**src/rtl/steer_pkg.sv**
```systemverilog
// Shared types, command limits and the saturating clamp helper for the
// steering PI controller.
package steer_pkg;

  // Controller sequence; busy is simply "not IDLE".
  typedef enum logic [2:0] {
    IDLE   = 3'd0,
    CALC_P = 3'd1,
    CALC_I = 3'd2,
    SUM    = 3'd3,
    DRIVE  = 3'd4
  } state_t;

  // Symmetric command range: -1024 is excluded because the motor stage
  // takes a 10-bit magnitude of the command.
  localparam int CMD_MAX = 1023;
  localparam int CMD_MIN = -1023;

  // Working width of the clamp helper; every clamp point fits inside it.
  localparam int CLAMP_W = 32;

  // Largest magnitude of a symmetric signed range of width w.
  function automatic int sym_max(input int w);
    return (1 <<< (w - 1)) - 1;
  endfunction

  // Saturate x into [lo, hi].
  function automatic logic signed [CLAMP_W-1:0] sat_val(
    input logic signed [CLAMP_W-1:0] x,
    input logic signed [CLAMP_W-1:0] lo,
    input logic signed [CLAMP_W-1:0] hi
  );
    if (x < lo) return lo;
    if (x > hi) return hi;
    return x;
  endfunction

endpackage

```
**src/rtl/sat_clamp.sv**
```systemverilog
// Combinational signed saturating clamp from IN_W to OUT_W bits.
// The limits must be representable in OUT_W bits.
module sat_clamp
  import steer_pkg::*;
#(
  parameter int IN_W  = 12,
  parameter int OUT_W = 11,
  parameter int MIN_V = CMD_MIN,
  parameter int MAX_V = CMD_MAX
) (
  input  logic signed [IN_W-1:0]  din,
  output logic signed [OUT_W-1:0] dout
);

  logic signed [CLAMP_W-1:0] wide;

  // Sign-extend, saturate, then narrow (narrowing is lossless after the clamp).
  always_comb begin
    wide = sat_val(CLAMP_W'(din), MIN_V, MAX_V);
    dout = OUT_W'(wide);
  end

endmodule

```
**src/rtl/steer_pi.sv**
```systemverilog
// Steering PI controller: one error sample in, one pair of saturated
// left/right drive commands out, four cycles later. Each stage result is
// registered on entry to the state named for it, so P is valid in CALC_P,
// the integrator in CALC_I, the correction in SUM and the commands in DRIVE.
module steer_pi
  import steer_pkg::*;
#(
  parameter logic [3:0] P_COEF  = 4'd3,
  parameter int         I_SHIFT = 4,
  parameter int         INT_W   = 16
) (
  input  logic               clk,
  input  logic               rst,
  input  logic               go,
  input  logic signed [11:0] err,
  input  logic               err_vld,
  input  logic signed [10:0] base_spd,
  output logic signed [10:0] lft,
  output logic signed [10:0] rht,
  output logic               out_vld,
  output logic               busy
);

  localparam int P_W   = 16;
  localparam int SUM_W = ((INT_W > P_W) ? INT_W : P_W) + 1;

  state_t                  state_q, state_d;
  logic signed [10:0]      err_sat_q, err_sat_d;
  logic signed [10:0]      base_q, base_d;
  logic signed [P_W-1:0]   p_q, p_d;
  logic signed [INT_W-1:0] integ_q, integ_d;
  logic signed [10:0]      corr_q, corr_d;
  logic signed [10:0]      lft_q, lft_d;
  logic signed [10:0]      rht_q, rht_d;
  logic                    out_vld_q, out_vld_d;

  // Full-width intermediates feeding the clamps.
  logic signed [10:0]      err_c, base_c, corr_c, lft_c, rht_c;
  logic signed [INT_W-1:0] integ_c;
  logic signed [P_W-1:0]   p_c;
  logic signed [INT_W:0]   integ_sum;
  logic signed [SUM_W-1:0] corr_sum;
  logic signed [11:0]      lft_sum, rht_sum;

  assign p_c       = P_W'(err_c) * $signed({{(P_W-4){1'b0}}, P_COEF});
  assign integ_sum = (INT_W+1)'(integ_q) + (INT_W+1)'(err_sat_q);
  assign corr_sum  = SUM_W'(p_q) + SUM_W'(integ_q >>> I_SHIFT);
  assign lft_sum   = 12'(base_q) + 12'(corr_q);
  assign rht_sum   = 12'(base_q) - 12'(corr_q);

  sat_clamp #(.IN_W(12), .OUT_W(11)) u_clamp_err (.din(err), .dout(err_c));
  sat_clamp #(.IN_W(11), .OUT_W(11)) u_clamp_base (.din(base_spd), .dout(base_c));
  sat_clamp #(
    .IN_W (INT_W + 1),
    .OUT_W(INT_W),
    .MIN_V(-sym_max(INT_W)),
    .MAX_V(sym_max(INT_W))
  ) u_clamp_integ (.din(integ_sum), .dout(integ_c));
  sat_clamp #(.IN_W(SUM_W), .OUT_W(11)) u_clamp_corr (.din(corr_sum), .dout(corr_c));
  sat_clamp #(.IN_W(12), .OUT_W(11)) u_clamp_lft (.din(lft_sum), .dout(lft_c));
  sat_clamp #(.IN_W(12), .OUT_W(11)) u_clamp_rht (.din(rht_sum), .dout(rht_c));

  // Next-state and datapath update; go low overrides everything and brakes.
  always_comb begin
    state_d   = state_q;
    err_sat_d = err_sat_q;
    base_d    = base_q;
    p_d       = p_q;
    integ_d   = integ_q;
    corr_d    = corr_q;
    lft_d     = lft_q;
    rht_d     = rht_q;
    out_vld_d = 1'b0;
    if (!go) begin
      state_d = IDLE;
      integ_d = '0;
      lft_d   = '0;
      rht_d   = '0;
    end else begin
      case (state_q)
        IDLE: begin
          if (err_vld) begin
            err_sat_d = err_c;
            base_d    = base_c;
            p_d       = p_c;
            state_d   = CALC_P;
          end
        end
        CALC_P: begin
          integ_d = integ_c;
          state_d = CALC_I;
        end
        CALC_I: begin
          corr_d  = corr_c;
          state_d = SUM;
        end
        SUM: begin
          lft_d     = lft_c;
          rht_d     = rht_c;
          out_vld_d = 1'b1;
          state_d   = DRIVE;
        end
        DRIVE:   state_d = IDLE;
        default: state_d = IDLE;
      endcase
    end
  end

  // State and datapath registers.
  always_ff @(posedge clk or posedge rst) begin
    if (rst) begin
      state_q   <= IDLE;
      err_sat_q <= '0;
      base_q    <= '0;
      p_q       <= '0;
      integ_q   <= '0;
      corr_q    <= '0;
      lft_q     <= '0;
      rht_q     <= '0;
      out_vld_q <= 1'b0;
    end else begin
      state_q   <= state_d;
      err_sat_q <= err_sat_d;
      base_q    <= base_d;
      p_q       <= p_d;
      integ_q   <= integ_d;
      corr_q    <= corr_d;
      lft_q     <= lft_d;
      rht_q     <= rht_d;
      out_vld_q <= out_vld_d;
    end
  end

  assign lft     = lft_q;
  assign rht     = rht_q;
  assign out_vld = out_vld_q;
  assign busy    = (state_q != IDLE);

endmodule
```
**config.mk**
```make
export PLATFORM = sky130hd
export DESIGN_NAME = steer_pi
export DESIGN_NICKNAME = d
export VERILOG_FILES = /design/src/rtl/steer_pkg.sv /design/src/rtl/sat_clamp.sv /design/src/rtl/steer_pi.sv
export SDC_FILE = /design/constraint.sdc
export NUM_CORES = 1
export LEC_CHECK = 0
export CAP_MARGIN = 20
export CORE_MARGIN = 1
export CORE_UTILIZATION = 40
export DETAILED_ROUTE_END_ITERATION = 10
export GPL_ROUTABILITY_DRIVEN = 1
export GPL_TIMING_DRIVEN = 0
export SETUP_SLACK_MARGIN = 0.1
export SYNTH_ARGS = -nofsm -noshare
export SYNTH_HDL_FRONTEND = slang
export SYNTH_SLANG_ARGS = --single-unit
```
**constraint.sdc**
```tcl
create_clock -name clk -period 2.9 [get_ports clk]
set_input_delay 0.435 -clock clk [delete_from_list [all_inputs] [get_ports clk]]
set_output_delay 0.435 -clock clk [all_outputs]
set_load 0.01 [all_outputs]
```
# After elaboration in Yosys (flattened, before gate mapping)
# Index checks and enable logic that the tools add are counted.
[op_classes]
n_mul = 1
mux = 53
addsub = 4
n_lt_le_gt_ge = 12
eq_ne = 6
reduce_logical = 4
[ops]
columns = ["cell", "count"]
rows = [
  ["2-to-1 mux 11 bit", 24],
  ["2-to-1 mux 16 bit", 6],
  ["greater-than comparator 12 x 11 -> 1 bit (second input constant)", 3],
  ["< comparator 12 x 11 -> 1 bit (second input constant)", 3],
  ["2-to-1 mux 1 bit", 20],
  ["adder 16 x 11 -> 17 bit", 1],
  ["greater-than comparator 17 x 16 -> 1 bit (second input constant)", 1],
  ["< comparator 17 x 16 -> 1 bit (second input constant)", 1],
  ["adder 14 x 12 -> 15 bit", 1],
  ["greater-than comparator 15 x 11 -> 1 bit (second input constant)", 1],
  ["< comparator 15 x 11 -> 1 bit (second input constant)", 1],
  ["multiplier 11 x 3 -> 14 bit (second input constant)", 1],
  ["adder 11 x 11 -> 12 bit", 1],
  ["case mux 3 bit (4 select lines)", 1],
  ["subtractor 11 x 11 -> 12 bit", 1],
  ["greater-than comparator 11 bit (second input constant)", 1],
  ["< comparator 11 bit (second input constant)", 1],
  ["equality test 3 x 2 -> 1 bit (second input constant)", 2],
  ["2-to-1 mux 3 bit", 2],
  ["!= test 2 x 1 -> 1 bit (second input constant)", 2],
  ["equality test 3 x 1 -> 1 bit (second input constant)", 1],
  ["zero test 3 bit", 1],
  ["!= test 3 bit (second input constant)", 1],
  ["AND reduction 3 bit", 1],
  ["other kinds (2)", 2],
]
[totals]
regBits = 89
input_bits = 27

# Longest topological paths before layout
# Gate-level depths: netlist of run 1.
[logic_depth]
word_depth = 8
depth_mapped = 15
depth_no_buf = 15

# By module
# From an unflattened synthesis of run 1, not the netlist that was laid out.
[hier_totals]
cells_unflattened = 807
hier_area_um2 = 7110.6
[modules_own_cells]
columns = ["mod", "n_inst", "cells_each", "area_each_um2", "seq_area_each_um2"]
rows = [
  ["steer_pi", 1, 644, 6160.9, 2202.1],
  ["sat_clamp (u_clamp_err ...)", 3, 26, 146.4, 0.0],
  ["sat_clamp (u_clamp_integ)", 1, 40, 222.7, 0.0],
  ["sat_clamp (u_clamp_corr)", 1, 31, 210.2, 0.0],
  ["sat_clamp (u_clamp_base)", 1, 14, 77.6, 0.0],
]

# Worst setup path before layout of run 1
# No wires, ideal clock.
[synth_timing]
path_kind = "in2reg"
start = "in err[7]"
end = "reg p_q[12]"
path_slack_ps = -900
path_buffers = 0
arrival_time_ps = 3661
cell_stages = 15
setup_time_ps = 139
t_required_ps = 2761
cell_sequence = "or4_1 -> o41ai_1 -> nand2_1 -> a21o_1 -> ha_1 -> ha_1 -> fa_1 -> a21o_1 -> a21oi_1 -> o21bai_1 -> a21oi_1 -> o21bai_1 -> a41oi_1 -> xor2_1 -> o21ai_0"
[synth_via]
elab_chain_len = 6
[synth_rtl]
columns = ["element", "line_no", "rtl"]
rows = [
  ["from (decl)", "steer_pi.sv:15", "input logic signed [11:0] err,"],
  ["greater-than comparator 12 x 11 -> 1 bit", "steer_pkg.sv:34", "if (x > hi) return hi;"],
  ["2-to-1 mux 1 bit (2 in series)", "steer_pkg.sv:34", ""],
  ["2-to-1 mux 11 bit", "steer_pkg.sv:35", "return x;"],
  ["2-to-1 mux 11 bit (*)", "steer_pkg.sv:34", ""],
  ["named net err_c[1]", "steer_pi.sv:38", "logic signed [10:0] err_c, base_c, corr_c, lft_c, rht_c;"],
  ["multiplier 11 x 3 -> 14 bit (*)", "steer_pi.sv:45", "assign p_c = P_W'(err_c) * $signed({{(P_W-4){1'b0}}, P_COEF});"],
  ["to (signal assigned)", "steer_pi.sv:125", "p_q <= p_d;"],
  ["to (decl)", "steer_pi.sv:30", "logic signed [P_W-1:0] p_q, p_d;"],
]
# The timed path passes the listed nets; every way through them passes the cells marked *. The select of a mux whose other input is x is not followed.
# A chain may end at the register's enable or synchronous reset.

# Final worst setup path of run 1
# Ends and elaborated chain as after synthesis.

==> results of run 1 <==
[timing repair]
| action | in CTS | in global routing |
|---|---|---|
| hold buffers | 0 | 0 |
| resized for setup | 97 | 132 |
| gates cloned | 1 | 0 |
| buffers inserted | 19 | 35 |
| endpoints found under the setup margin | 50 | 54 |
| pin swaps | 44 | 89 |
[sequential cells by signal, indices dropped and copies added (netlist names)]
name	flops
corr_q	11
state_q	3
lft	11
p_q	13
out_vld	1
err_sat_q	11
rht	11
integ_q	16
base_q	11
[cell type report]
type,count,area [sq um]
sequential,88,2200
tap,225,282
clock inverter,5,63.8
fill,1570,7740
timing repair buffer,104,942
multi-input combinational,662,5710
buffer,32,179
inverter,42,160
clock buffer,11,253
[logic make-up after synthesis]
kind of cell,after synthesis
compound gates,261
xor+xnor,39
fa+ha+maj,80
buf+inv,74
flops,88
mux,25
simple gates,256
[worst max-delay path by stage]
| stage | slack [ps] | to | depth (start not counted) |
|---|---|---|---|
| global route | -690 | p_q[12] | 16 |
| floorplan | -570 | p_q[12] | 15 |
| finish | -510 | p_q[12] | 16 |
| global placement | -1330 | integ_q[13] | 2 |
| detailed placement | -1290 | p_q[12] | 16 |
| CTS | -570 | p_q[10] | 16 |
[power by group through the flow]
stage	combinational (mW)	sequential, mW	clock (mW)
after detailed placement	5.14	1.88	0
after global routing	7.41	1.93	1.34
after global placement	5.12	1.87	0
after CTS	5.74	1.86	1.29
final	6.86	1.90	1.27
after floorplan	3.97	1.76	0
[cell usage after synthesis, types with 8 or more instances]
library cell / number / area (sq um)
xor2_1: 17 / 149
buf_2: 9 / 45.0
nor2_1: 49 / 184
ha_1: 72 / 901
a21o_1: 17 / 128
mux2_2: 24 / 270
nor3_1: 18 / 90.1
clkbuf_1: 21 / 78.8
nand4_1: 10 / 62.6
nand3_1: 28 / 140
o21a_1: 12 / 90.1
a22o_1: 13 / 114
a211oi_1: 8 / 60.1
nand2_1: 76 / 285
xnor2_1: 21 / 184
inv_1: 42 / 158
nor2b_1: 11 / 68.8
a21oi_1: 64 / 320
o21ai_0: 51 / 255
dfrtp_1: 88 / 2200
a31oi_1: 8 / 50.1
nand2b_1: 11 / 68.8
[critical path: stages]
cell      delay (ps)
buf_6             90
or4_4            530
o41ai_4          280
nand2_1          130
a21o_4           250
ha_4             240
ha_4             160
fa_2             350
a21o_1           180
a21oi_2          140
o21bai_1          90
a21oi_2          170
o21bai_2         100
a41oi_2          220
xor2_1           170
o21ai_1           80
[layer usage]
| layer | track usage | share of wire | vias to the layer above |
|---|---|---|---|
| li1 | - | - | 3290 |
| met1 | 0.346 | 0.52 | 3281 |
| met2 | 0.313 | 0.43 | 157 |
| met3 | 0.0381 | 0.044 | 20 |
| met4 | 0.0464 | 0.011 | 0 |
| met5 | 0 | 0 | - |
[through the flow]
stage	setup slack [ps]	total power, mW
floorplan	-567	5.73
global placement	-1330	7.00
detailed placement	-1290	7.02
CTS	-568	8.88
global route	-692	10.7
finish	-512	10.0
==> summary.txt, run 1 <==
Power
  – VDD IR max: 0.449 mV
  – Logic pwr share: 0.684
  – Pwr/cell area: 1020 nW/um^2
  – P_sw: 4.75 mW
  – Sw frac: 0.474
  – Total internal power: 5.28 mW
  – Clock power frac: 0.127
  – Sequential power share: 0.189
  – Static Leak: 4.19 nW

Place
  – IO Port Bufs: 50
  – Placed cells: 1100
  – DP Area: 8180 sq um
  – GP Congestion: 0.874
  – Detailed placer's ending HPWL: 15.0 mm

Yosys
  – Main flop type after synthesis: dfrtp_1
  – Post-synthesis mux area share: 0.0385
  – Synthesized flop and latch total: 88
  – Simple-Gate Fraction of Synth Area: 0.179
  – Xor and xnor area share after synthesis: 0.0479
  – Post-synth ARST share: 1.00
  – Netlist Area Pre-Place: 7290 sq um
  – Synth cell types: 82
  – Ys Warns: 0
  – Sequential-to-total area share from yosys stat: 0.302
  – Synth Area in Adders: 0.141
  – Synth Net Count: 927
  – Synth Area in Compound Gates: 0.249
  – Main combinational cell family by area after synthesis: compound AO/OA/AOI/OAI gates
  – Post-synth EDFFs: 0
  – Mean Syn Cell Area: 8.85 sq um
  – Post-Syn Instances: 823

Timing
  – RSZ-0062 raised after global routing: true
  – Fmax: 293 MHz
  – Tmin final: 3410 ps
  – Worst slew pin tran: 969 ps
  – Hold violation total from the final report: 0
  – Final worst slack: -512 ps
  – Slew headroom: 0.352
  – Tcrit/Tclk final: 1.18
  – Pins Over Slew Limit: 0
  – Min Hold Slack: 459 ps
  – Total Neg Setup Slack: -2550 ps
  – Setup-failing EPs final: 7
  – Clk_skew: 5.04 ps

Critical path
  – R2R Setup Slk: 0 ps
  – Max FO, Critical Path: 3
  – Worst path arrival time: 3620 ps
  – Reg-to-reg startpoint: integ_q[9]
  – Crit Path Class: in2reg
  – Critical path capture point type: register
  – Crit. Startpoint: err[7]
  – CP Launch Type: input port
  – Critical R2R Capture: corr_q[6]
  – Critical Path RT: 3110 ps
  – Worst-case reg-to-reg path depth: 11

Detailed routing
  – Routed vias: 6748
  – Initial DRC count: 608
  – DRT Wirelength: 20.8 mm
  – Drt wl/cell: 17.8 um
  – DRC errors left: 0
  – Detailed Routing Iterations Pass 1: 6
  – Routed Antenna Nets: 0
  – Vias per inst: 5.77

Die
  – Core Region: 17500 sq um
  – Top Ports: 51
  – Chip height: 137 um
  – Die area: 18800 sq um
  – Initial Util: 0.416
  – Row count: 48
  – Die Width: 137 um

Final layout
  – Area growth from synthesis to layout: 34.4%
  – Layout Cells excl Fill: 1169
  – Share of cells above drive strength 1: 0.282
  – Commonest cells after routing, fill and taps aside: 86 x dfrtp_1, 74 x nand2_1, 48 x buf_4, 48 x ha_1, 46 x a21oi_1
  – Most common cell after layout, fill and taps aside: dfrtp_1
  – Design area: 9800 sq um
  – Nets: 1043
  – Diodes inserted: 0
  – Post-layout util: 0.559

CTS
  – Worst-Skew Late Latency: 350 ps
  – Clock transition at path regs: 70 ps
  – CTS tree: yes
  – Max clock buf depth: 2
  – # clock sinks: 88
  – CTS root buffer: clkbuf_16
  – CTS Buf Count: 9
  – H-tree depth: 3

Global route
  – First-pass GRT wire length: 31.9 mm
  – Overflow left after global routing: 0
  – Vias in the first global route: 5906
  – Total Routing Usage GR: 0.222
  – Largest net degree at the start of global routing: 54
  – Initial antenna violation count: 0

Status
  – Status: finished with violations
  – Failing checks: negative setup slack

Job
  – Max cap viols: 0

Min path
  – Hold Crit Class: in2async
Note: power is estimated with default switching activity, not from simulation.
==> run 2, diff against run 1 <==
--- a/config.mk
+++ b/config.mk
@@ -6,7 +6,6 @@
 export NUM_CORES = 1
 export LEC_CHECK = 0
 export CAP_MARGIN = 20
-export CORE_MARGIN = 1
 export CORE_UTILIZATION = 40
 export DETAILED_ROUTE_END_ITERATION = 10
 export GPL_ROUTABILITY_DRIVEN = 1
==> results of run 2 <==
Same layout as run 1: the final DEF is identical, and so are final timing and power.
==> run 3, diff against run 2 <==
--- a/config.mk
+++ b/config.mk
@@ -6,6 +6,7 @@
 export NUM_CORES = 1
 export LEC_CHECK = 0
 export CAP_MARGIN = 20
+export CORE_MARGIN = 2
 export CORE_UTILIZATION = 40
 export DETAILED_ROUTE_END_ITERATION = 10
 export GPL_ROUTABILITY_DRIVEN = 1
==> summary.txt, run 3 (synthesis gave the netlist of run 1 again) <==
Timing
  – RSZ-0062 raised after global routing: true (unchanged)
  – Total Neg Setup Slack: -2590 ps (was -2550 ps)
  – Slew headroom: 0.444 (was 0.352)
  – Setup-failing EPs final: 16 (was 7)
  – Tmin final: 3360 ps (was 3410 ps)
  – Hold violation total from the final report: 0 (unchanged)
  – Final worst slack: -464 ps (was -512 ps)
  – Fmax: 297 MHz (was 293 MHz)
  – Worst slew pin tran: 835 ps (was 969 ps)
  – Tcrit/Tclk final: 1.16 (was 1.18)
  – Pins Over Slew Limit: 0 (unchanged)
  – Clk_skew: 12.1 ps (was 5.04 ps)

Power
  – Power Total: 9.12 mW (was 10.0 mW)
  – Static Leak: 3.99 nW (was 4.19 nW)
  – Pwr/cell area: 995 nW/um^2 (was 1020 nW/um^2)
  – VDD IR max: 0.751 mV (was 0.449 mV)

Detailed routing
  – DRT Wirelength: 20.5 mm (was 20.8 mm)
  – DRC errors left: 0 (unchanged)
  – Detailed Routing Iterations Pass 1: 4 (was 6)
  – Initial DRC count: 325 (was 608)
  – Routed Antenna Nets: 0 (unchanged)
  – Vias per inst: 5.66 (was 5.77)
  – Routed vias: 6524 (was 6748)
  – Drt wl/cell: 17.8 um (about the same)

Critical path
  – CP Buf/Inv Count: 1 (unchanged)
  – Crit. Startpoint: err[4] (was err[7])
  – Reg-to-reg startpoint: err_sat_q[0] (was integ_q[9])
  – Crit Path Class: in2reg (unchanged)
  – Max FO, Critical Path: 3 (unchanged)
  – CP Launch Type: input port (unchanged)
  – Worst path arrival time: 3560 ps (was 3620 ps)
  – Worst path slowest cell: or4_4 (unchanged)
  – Critical Path, Cell by Cell: buf_6 -> or4_4 -> o41ai_2 -> nand2_1 -> a21o_1 -> ha_4 -> ha_4 -> fa_2 -> a21o_1 -> a21oi_2 -> o21bai_1 -> a21oi_2 -> o21bai_1 -> a41oi_2 -> xor2_1 -> o21ai_1 (was buf_6 -> or4_4 -> o41ai_4 -> nand2_1 -> a21o_4 -> ha_4 -> ha_4 -> fa_2 -> a21o_1 -> a21oi_2 -> o21bai_1 -> a21oi_2 -> o21bai_2 -> a41oi_2 -> xor2_1 -> o21ai_1)
  – Critical Path RT: 3100 ps (was 3110 ps)
  – CP delay by family, top: compound AO/OA/AOI/OAI gates (unchanged)
  – Critical R2R Capture: integ_q[0] (was corr_q[6])
  – Slowest stage delay, CP: 520 ps (was 530 ps)
  – R2R Setup Slk: -60 ps (was 0 ps)
  – Critical path capture point type: register (unchanged)
  – Worst-case reg-to-reg path depth: 11 (unchanged)

Final layout
  – Fill cell count: 1712 (was 1570)
  – Biggest regs: integ_q (16), p_q (13) (unchanged)
  – Largest register FFs: 16 (unchanged)
  – Most flops, register: integ_q (unchanged)
  – Diodes inserted: 0 (unchanged)
  – Nets: 1024 (was 1043)
  – Commonest cells after routing, fill and taps aside: 86 x dfrtp_1, 74 x nand2_1, 61 x ha_1 (was 86 x dfrtp_1, 74 x nand2_1, 48 x buf_4, 48 x ha_1, 46 x a21oi_1)
  – Most common cell after layout, fill and taps aside: dfrtp_1 (unchanged)
  – Area growth from synthesis to layout: 25.7% (was 34.4%)
  – Share of cells above drive strength 1: 0.215 (was 0.282)

Global route
  – Total Routing Usage GR: 0.208 (was 0.222)
  – Vias in the first global route: 6232 (was 5906)
  – First-pass GRT wire length: 32.5 mm (was 31.9 mm)
  – Initial antenna violation count: 0 (unchanged)
  – Overflow left after global routing: 0 (unchanged)
  – Largest net degree at the start of global routing: 66 (was 54)

CTS
  – CTS tree: yes (unchanged)
  – H-tree depth: 3 (unchanged)
  – Worst-Skew Late Latency: 360 ps (was 350 ps)
  – # clock sinks: 88 (unchanged)
  – CTS Buf Count: 9 (unchanged)
  – Max clock buf depth: 2 (unchanged)
  – CTS root buffer: clkbuf_16 (unchanged)
  – Clock transition at path regs: 70 ps (about the same)
  – # hold bufs at CTS: 0 (unchanged)

Die
  – Top Ports: 51 (unchanged)
  – Chip height: 139 um (was 137 um)
  – Die area: 19300 sq um (was 18800 sq um)
  – Row count: 49 (was 48)
  – Core Region: 17900 sq um (was 17500 sq um)
  – Die Width: 139 um (was 137 um)
  – Initial Util: 0.407 (was 0.416)

Job
  – Max cap viols: 0 (unchanged)

Status
  – Failing checks: negative setup slack (unchanged)
  – Status: finished with violations (unchanged)

Place
  – GP Congestion: 0.900 (was 0.874)
  – IO Port Bufs: 50 (unchanged)
  – Detailed placer's ending HPWL: 15.1 mm (was 15.0 mm)

Min path
  – Hold Crit Class: in2async (unchanged)
-- run 3: repair_timing --
action	CTS	global route
setup endpoints to repair	42	52
pin swaps	39	53
resized for setup	86	64
buffers inserted	18	16
gates cloned	0	2
-- run 3: final cells by class --
class                   instances  area, sq um  area share
plain buffers                  32          166      0.0182
clock buffers                   9          225      0.0246
clock inverters                 6         43.8     0.00478
inverters                      42          164      0.0179
multi-input cells             663         5290       0.577
flip-flops and latches         88         2200       0.241
well taps                     229          287      0.0313
repair buffers                 84          786      0.0858
-- run 3: report_power, final --
| part | total, mW | switching (mW) | internal (mW) |
|---|---|---|---|
| logic | 6.14 | 3.52 | 2.61 |
| registers | 1.86 | 0.315 | 1.55 |
| clock network | 1.12 | 0.536 | 0.581 |
| total | 9.12 | 4.38 | 4.74 |
-- run 3: worst max-delay path by stage --
stage	slack, ps	to	depth (start not counted)
6_report	-460	p_q[12]	16
2_1_floorplan	-570	p_q[12]	15
5_1_grt	-650	p_q[13]	16
4_1_cts	-560	p_q[12]	16
3_3_place_gp	-1360	integ_q[1]	2
3_5_place_dp	-1320	p_q[12]	16
-- run 3: worst reg2reg max path, cell delays in order (launching register included) --
cell      delay, ps
dfrtp_1         450
ha_1            220
inv_1            60
fa_1            410
nand2b_1        180
a21oi_1         180
xnor2_1         190
nand2b_1         80
or4_1           480
nor4b_1         290
a41oi_1         160
nor3_1          190
-- run 3: per-stage QoR --
step | setup WS (ps) | utilization | instances | hold slack [ps] | cell area (sq um)
2_1_floorplan | -567 | - | 823 | 456 | 7360
3_3_place_gp | -1360 | 0.455 | 1102 | 464 | 8150
3_5_place_dp | -1320 | 0.457 | 1104 | 476 | 8190
4_1_cts | -556 | 0.493 | 1137 | 414 | 8820
5_1_grt | -650 | 0.512 | 1153 | 421 | 9160
6_report | -464 | 0.512 | 1153 | 400 | 9160
-- run 3: layer usage --
layer,part of all wire,vias up,track usage
met2,0.51,111,0.369
met5,0,-,0
met3,0.026,34,0.0373
met1,0.44,3118,0.256
met4,0.026,0,0.0654
li1,-,3261,-
